$ cat src/rtl/sine_period_analyzer.sv
// Measures period and amplitude of an offset-binary sine stream by detecting
// rising midscale crossings with hysteresis, and flags frequency lock.
module sine_period_analyzer #(
    parameter int DW   = 8,
    parameter int MID  = 128,
    parameter int HYST = 4,
    parameter int PW   = 16
) (
    input  logic          clk,
    input  logic          rst,
    input  logic          sample_valid,
    input  logic [DW-1:0] sample,
    output logic [PW-1:0] period_out,
    output logic [DW-1:0] max_out,
    output logic [DW-1:0] min_out,
    output logic [DW-1:0] pk2pk_out,
    output logic          meas_valid,
    output logic          lock,
    output logic          ovf
);

    typedef enum logic [1:0] {
        S_INIT_LOW  = 2'd0,
        S_INIT_RISE = 2'd1,
        S_HIGH      = 2'd2,
        S_LOW       = 2'd3
    } state_t;

    localparam logic [DW:0]   HI_TH   = (DW+1)'(MID + HYST);
    localparam logic [DW:0]   LO_TH   = (DW+1)'(MID - HYST);
    localparam logic [PW-1:0] CNT_MAX = {PW{1'b1}};
    localparam logic [PW-1:0] CNT_ONE = {{(PW-1){1'b0}}, 1'b1};

    state_t        state_q;
    logic [PW-1:0] cnt_q;
    logic [DW-1:0] cur_min_q;
    logic [DW-1:0] cur_max_q;
    logic [PW-1:0] prev_period_q;
    logic          prev_vld_q;
    logic [PW-1:0] period_q;
    logic [DW-1:0] max_q;
    logic [DW-1:0] min_q;
    logic [DW-1:0] pk2pk_q;
    logic          meas_valid_q;
    logic          lock_q;
    logic          ovf_q;

    logic          is_hi_s;
    logic          is_lo_s;
    logic          crossing_s;
    logic [DW-1:0] min_d;
    logic [DW-1:0] max_d;

    // Threshold decode and running min/max candidates for the current sample
    always_comb begin
        is_hi_s    = ({1'b0, sample} >= HI_TH);
        is_lo_s    = ({1'b0, sample} <  LO_TH);
        crossing_s = (state_q == S_LOW) && is_hi_s;
        if (sample < cur_min_q) begin
            min_d = sample;
        end else begin
            min_d = cur_min_q;
        end
        if (sample > cur_max_q) begin
            max_d = sample;
        end else begin
            max_d = cur_max_q;
        end
    end

    // Crossing FSM, period/amplitude tracking and registered measurement outputs
    always_ff @(posedge clk or posedge rst) begin
        if (rst) begin
            state_q       <= S_INIT_LOW;
            cnt_q         <= '0;
            cur_min_q     <= '0;
            cur_max_q     <= '0;
            prev_period_q <= '0;
            prev_vld_q    <= 1'b0;
            period_q      <= '0;
            max_q         <= '0;
            min_q         <= '0;
            pk2pk_q       <= '0;
            meas_valid_q  <= 1'b0;
            lock_q        <= 1'b0;
            ovf_q         <= 1'b0;
        end else begin
            meas_valid_q <= 1'b0;
            ovf_q        <= 1'b0;
            if (sample_valid) begin
                case (state_q)
                    S_INIT_LOW: begin
                        if (is_lo_s) begin
                            state_q <= S_INIT_RISE;
                        end
                    end
                    S_INIT_RISE: begin
                        if (is_hi_s) begin
                            cnt_q     <= CNT_ONE;
                            cur_min_q <= sample;
                            cur_max_q <= sample;
                            state_q   <= S_HIGH;
                        end
                    end
                    S_HIGH, S_LOW: begin
                        if (crossing_s) begin
                            period_q      <= cnt_q;
                            min_q         <= cur_min_q;
                            max_q         <= cur_max_q;
                            pk2pk_q       <= cur_max_q - cur_min_q;
                            meas_valid_q  <= 1'b1;
                            lock_q        <= prev_vld_q && (cnt_q == prev_period_q);
                            prev_period_q <= cnt_q;
                            prev_vld_q    <= 1'b1;
                            cnt_q         <= CNT_ONE;
                            cur_min_q     <= sample;
                            cur_max_q     <= sample;
                            state_q       <= S_HIGH;
                        end else if (cnt_q == CNT_MAX) begin
                            // Period too long to measure: drop lock and resynchronise
                            ovf_q      <= 1'b1;
                            lock_q     <= 1'b0;
                            prev_vld_q <= 1'b0;
                            state_q    <= S_INIT_LOW;
                        end else begin
                            cnt_q     <= cnt_q + CNT_ONE;
                            cur_min_q <= min_d;
                            cur_max_q <= max_d;
                            if ((state_q == S_HIGH) && is_lo_s) begin
                                state_q <= S_LOW;
                            end
                        end
                    end
                    default: begin
                        state_q <= S_INIT_LOW;
                    end
                endcase
            end
        end
    end

    assign period_out = period_q;
    assign max_out    = max_q;
    assign min_out    = min_q;
    assign pk2pk_out  = pk2pk_q;
    assign meas_valid = meas_valid_q;
    assign lock       = lock_q;
    assign ovf        = ovf_q;

endmodule

$ cat config.mk
export PLATFORM = sky130hd
export DESIGN_NAME = sine_period_analyzer
export DESIGN_NICKNAME = d
export VERILOG_FILES = /design/src/rtl/sine_period_analyzer.sv
export SDC_FILE = /design/constraint.sdc
export NUM_CORES = 1
export LEC_CHECK = 0
export BUFFER_PORTS_ARGS = -buffer_cell sky130_fd_sc_hd__buf_2
export CAP_MARGIN = 40
export CORE_MARGIN = 2
export CORE_UTILIZATION = 50
export CTS_BUF_LIST = sky130_fd_sc_hd__clkbuf_8 sky130_fd_sc_hd__clkbuf_16
export DETAILED_ROUTE_END_ITERATION = 12
export GPL_TIMING_DRIVEN = 0
export PLACE_DENSITY = 0.71
export SYNTH_ARGS = -nofsm -noshare
export SYNTH_HDL_FRONTEND = slang
export SYNTH_SLANG_ARGS = --single-unit
export TNS_END_PERCENT = 100
$ cat constraint.sdc
create_clock -name clk -period 3.05 [get_ports clk]
set_input_delay 0.61 -clock clk [delete_from_list [all_inputs] [get_ports clk]]
set_output_delay 0.61 -clock clk [all_outputs]
set_load 0.005 [all_outputs]
==> summary.txt <==
Clocking
  – CTS tree: yes
  – Htree depth: 3
  – Hold_buf cts: 0
  – Root buffer cell: clkbuf_8
  – CTS Buffer Depth: 2
  – Clock latency on the worst-skew pair: around 0.35 ns
  – Clk sinks: 78
  – Num CTS Buffers: 9
  – Worst-path clk slew: 0.08 ns
  – Cts repair resizes: 0
  – Post-CTS setup buffers: 0

Global route
  – Vias in the first global route: 3334
  – Met3 usage: 3.27%
  – GR peak layer: met2
  – Grt ovf: 0
  – Met2 Track Usage GR: 39.9%
  – First-pass GRT wire length: 16.0 mm
  – Total track usage: 23.3%
  – Largest net degree at the start of global routing: 50
  – Antenna violations before repair: 0
  – Met1 Use GR: 29.4%

Synthesis
  – Commonest cells post-synth: nand2_1 (97), dfrtp_1 (78), o21ai_0 (57), ha_1 (23), inv_1 (19)
  – Post-Syn Area: between 0.004 and 0.005 sq mm
  – Top cells by area, synth: dfrtp_1 (48%), nand2_1 (8.9%), ha_1 (7.0%)
  – Yosys top cell area share: 47.5%
  – Unique masters post-synth: 47
  – Top_reg_cell synth: dfrtp_1
  – Synth Register Bits: 78
  – Area leader, netlist: dfrtp_1
  – Post-synthesis cell count: 432
  – Syn_nets: 467
  – Most frequent cell after synthesis: nand2_1
  – Syn. warnings: 0
  – Ys async rst share: between 90% and 100%
  – Count of flip-flops with a built-in enable after synthesis: 0
  – Sequential share of the synthesized area: between 40% and 50%
  – Synthesized area per cell: 9.51 sq um

Setup path
  – Critical path class: reg -> reg
  – Worst setup EP type: flop
  – CP peak stage delay: 0.57 ns
  – Required @ worst endpoint: 3.28 ns
  – Crit start category: flop
  – Delay-heaviest family, CP: compound AO/OA/AOI/OAI gates
  – FF-to-FF setup slack: 0.54 ns
  – Buf/Inv on CP: 0
  – Crit path arrival time: roughly 2.7 ns
  – Slowest CP cell: o41ai_4
  – RR Endpoint: cur_min_q[3]$_DFFE_PP0P_
  – Crit Reg-Reg Startpoint: cnt_q[0]$_DFFE_PP0P_
  – CP Max Fanout: 8
  – Worst path depth: 7
  – Crit-path cells: ha_1 -> nand3_2 -> o41ai_4 -> nor3_1 -> o21a_1 -> o21ai_4 -> mux2_2
  – Reg2Reg Depth: 7

Timing
  – Clock skew: 0.00789 ns
  – Slew Limit Fails: 0
  – Final hold violations: 0
  – Final hold slack: 0.251 ns
  – Final worst-path cycle share: 82.3%
  – Actual slew at the worst max-slew pin: 0.904 ns
  – Final setup viols: 0
  – Rel. slew slack: 39.2%
  – RSZ-0062 raised after global routing: no
  – Max frequency: 398 MHz
  – Tmin final: approximately 2.5 ns
  – Final TNS setup: 0 ns

Power and ir drop
  – VDD IR max: 0.582 mV
  – Leakage power: 0.00243 uW
  – Power Density: approximately 880 mW/mm^2

Floorplan
  – Die Span Y: 94.7 um
  – Site row count: 33
  – Initial Util: 50.8%
  – Ports: 54
  – Die area: 0.00896 sq mm
  – Core area: ~0.0081 sq mm
  – Die width: 94.7 um

Cells and area
  – FILL cells: 715
  – Layout cells sized above 1: 20.5%
  – Area grow syn2layout: 16.1%
  – Antenna cells: 0
  – Nets: 532
  – Final Util: 58.9%

Drt
  – Iter 0 DRT Violations: 147
  – Routed WL: 9.56 mm
  – Residual DRC: 0
  – Via/cell ratio: between 5 and 6
  – 1st-pass router iterations: 4
  – Antenna viol nets, final: 0
  – Vias: 3366
  – DR WL/cell: 15.7 um

Placement
  – Gpl congestion: 0.862
  – Port buffer count: 53
  – HPWL after detailed placement: around 7 mm

Min path
  – Type of the worst min-delay path: in -> async

Flow run
  – Max-Cap Viols: 0

Status
  – Status: finished clean
## metal layers
metal	part of all wire [%]	up-vias	wire length, um
met5	0	-	0
met4	3.0	0	291
met3	3.4	27	323
met2	51	81	4850
met1	43	1637	4100
li1	-	1621	-
## cells by family after synthesis
| logic type | synth area share (%) |
|---|---|
| DFF | 47.5 |
| muxes | 4.99 |
| adders and majority gates | 7.49 |
| buffers and inverters | 4.11 |
| AOI/OAI and AO/OA | 13.3 |
| and+or+nand+nor | 17.9 |
| xor gates and xnor gates | 4.69 |
## worst reg2reg max path, delay by kind of cell, from the launching register on
family	cells	cell delay, ns
AO/OA/AOI/OAI	3	1.03
adder cells (fa/ha/maj)	1	0.24
flip-flops	1	0.46
multiplexers	1	0.38
AND/OR/NAND/NOR	2	0.30
## flip-flops by register name (all words and copies together) (netlist names)
register    flops
cnt_q          16
ovf             1
cur_min_q       8
state_q         2
lock            1
pk2pk_out       8
period_out     16
max_out         8
meas_valid      1
prev_vld_q      1
cur_max_q       8
min_out         8
## cell usage in the layout, fill, tap and decap left out, drive strengths merged
| cell | count |
|---|---|
| nand2 | 97 |
| dfrtp | 78 |
| buf | 68 |
| o21ai | 61 |
| ha | 23 |
| inv | 20 |
| nor2 | 18 |
| xnor2 | 17 |
| clkbuf | 16 |
| mux2 | 15 |
| nand4 | 13 |
| nand3 | 12 |
| a21oi | 11 |
| nor3 | 7 |
| and3 | 6 |
| xor2 | 5 |
| nor4 | 4 |
| nor2b | 3 |
| o211a | 2 |
| o21bai | 2 |
| o211ai | 2 |
| o31ai | 2 |
| a22o | 2 |
| bufinv | 2 |
| clkinv | 2 |
| o41ai | 2 |
| or4 | 1 |
| and2 | 1 |
| a211o | 1 |
| nor3b | 1 |
| a211oi | 1 |
| o21a | 1 |
| a21boi | 1 |
| a41o | 1 |
| mux2i | 1 |
| a21o | 1 |
| a31oi | 1 |
| fa | 1 |
## power breakdown
group	leakage, uW	switching [uW]	total [uW]	internal, uW
Combinational	0.00130	918	1720	797
Sequential	0.000999	233	1590	1360
Clock	0.000124	375	899	524
Total	0.00243	1530	4200	2680
## cell type report
type / count / area, sq um / area share [%]
Clock inverter: 4 / 68.8 / 1.44
Inverter: 20 / 77.6 / 1.63
Tap cell: 105 / 131 / 2.75
Clock buffer: 12 / 165 / 3.46
Timing Repair Buffer: 54 / 293 / 6.14
Buffer: 18 / 93.8 / 1.97
Multi-Input combinational cell: 316 / 1990 / 41.7
Sequential cell: 78 / 1950 / 40.9
## how the worst max path moves through the flow
stage                               from                       end  slack [ns]
finish              cnt_q[0]$_DFFE_PP0P_  cur_min_q[3]$_DFFE_PP0P_        0.54
global route        cnt_q[0]$_DFFE_PP0P_  cur_min_q[3]$_DFFE_PP0P_        0.37
CTS                 cnt_q[0]$_DFFE_PP0P_  cur_min_q[5]$_DFFE_PP0P_        0.54
detailed placement             sample[6]  cur_max_q[1]$_DFFE_PP0P_        0.38
global placement                     rst  pk2pk_out[6]$_DFFE_PP0P_       -0.47
floorplan                            rst      cnt_q[0]$_DFFE_PP0P_        0.44
## metrics by stage
stage | area, sq um | worst slack [ns] | instances | power [uW]
global route | 4770 | 0.375 | 607 | 4540
CTS | 4770 | 0.540 | 607 | 4220
floorplan | 4110 | 0.445 | 432 | 2760
global placement | 4510 | -0.474 | 590 | 3240
detailed placement | 4540 | 0.381 | 591 | 3320
finish | 4770 | 0.540 | 607 | 4200
No activity file was read; power rests on OpenSTA's default activity.
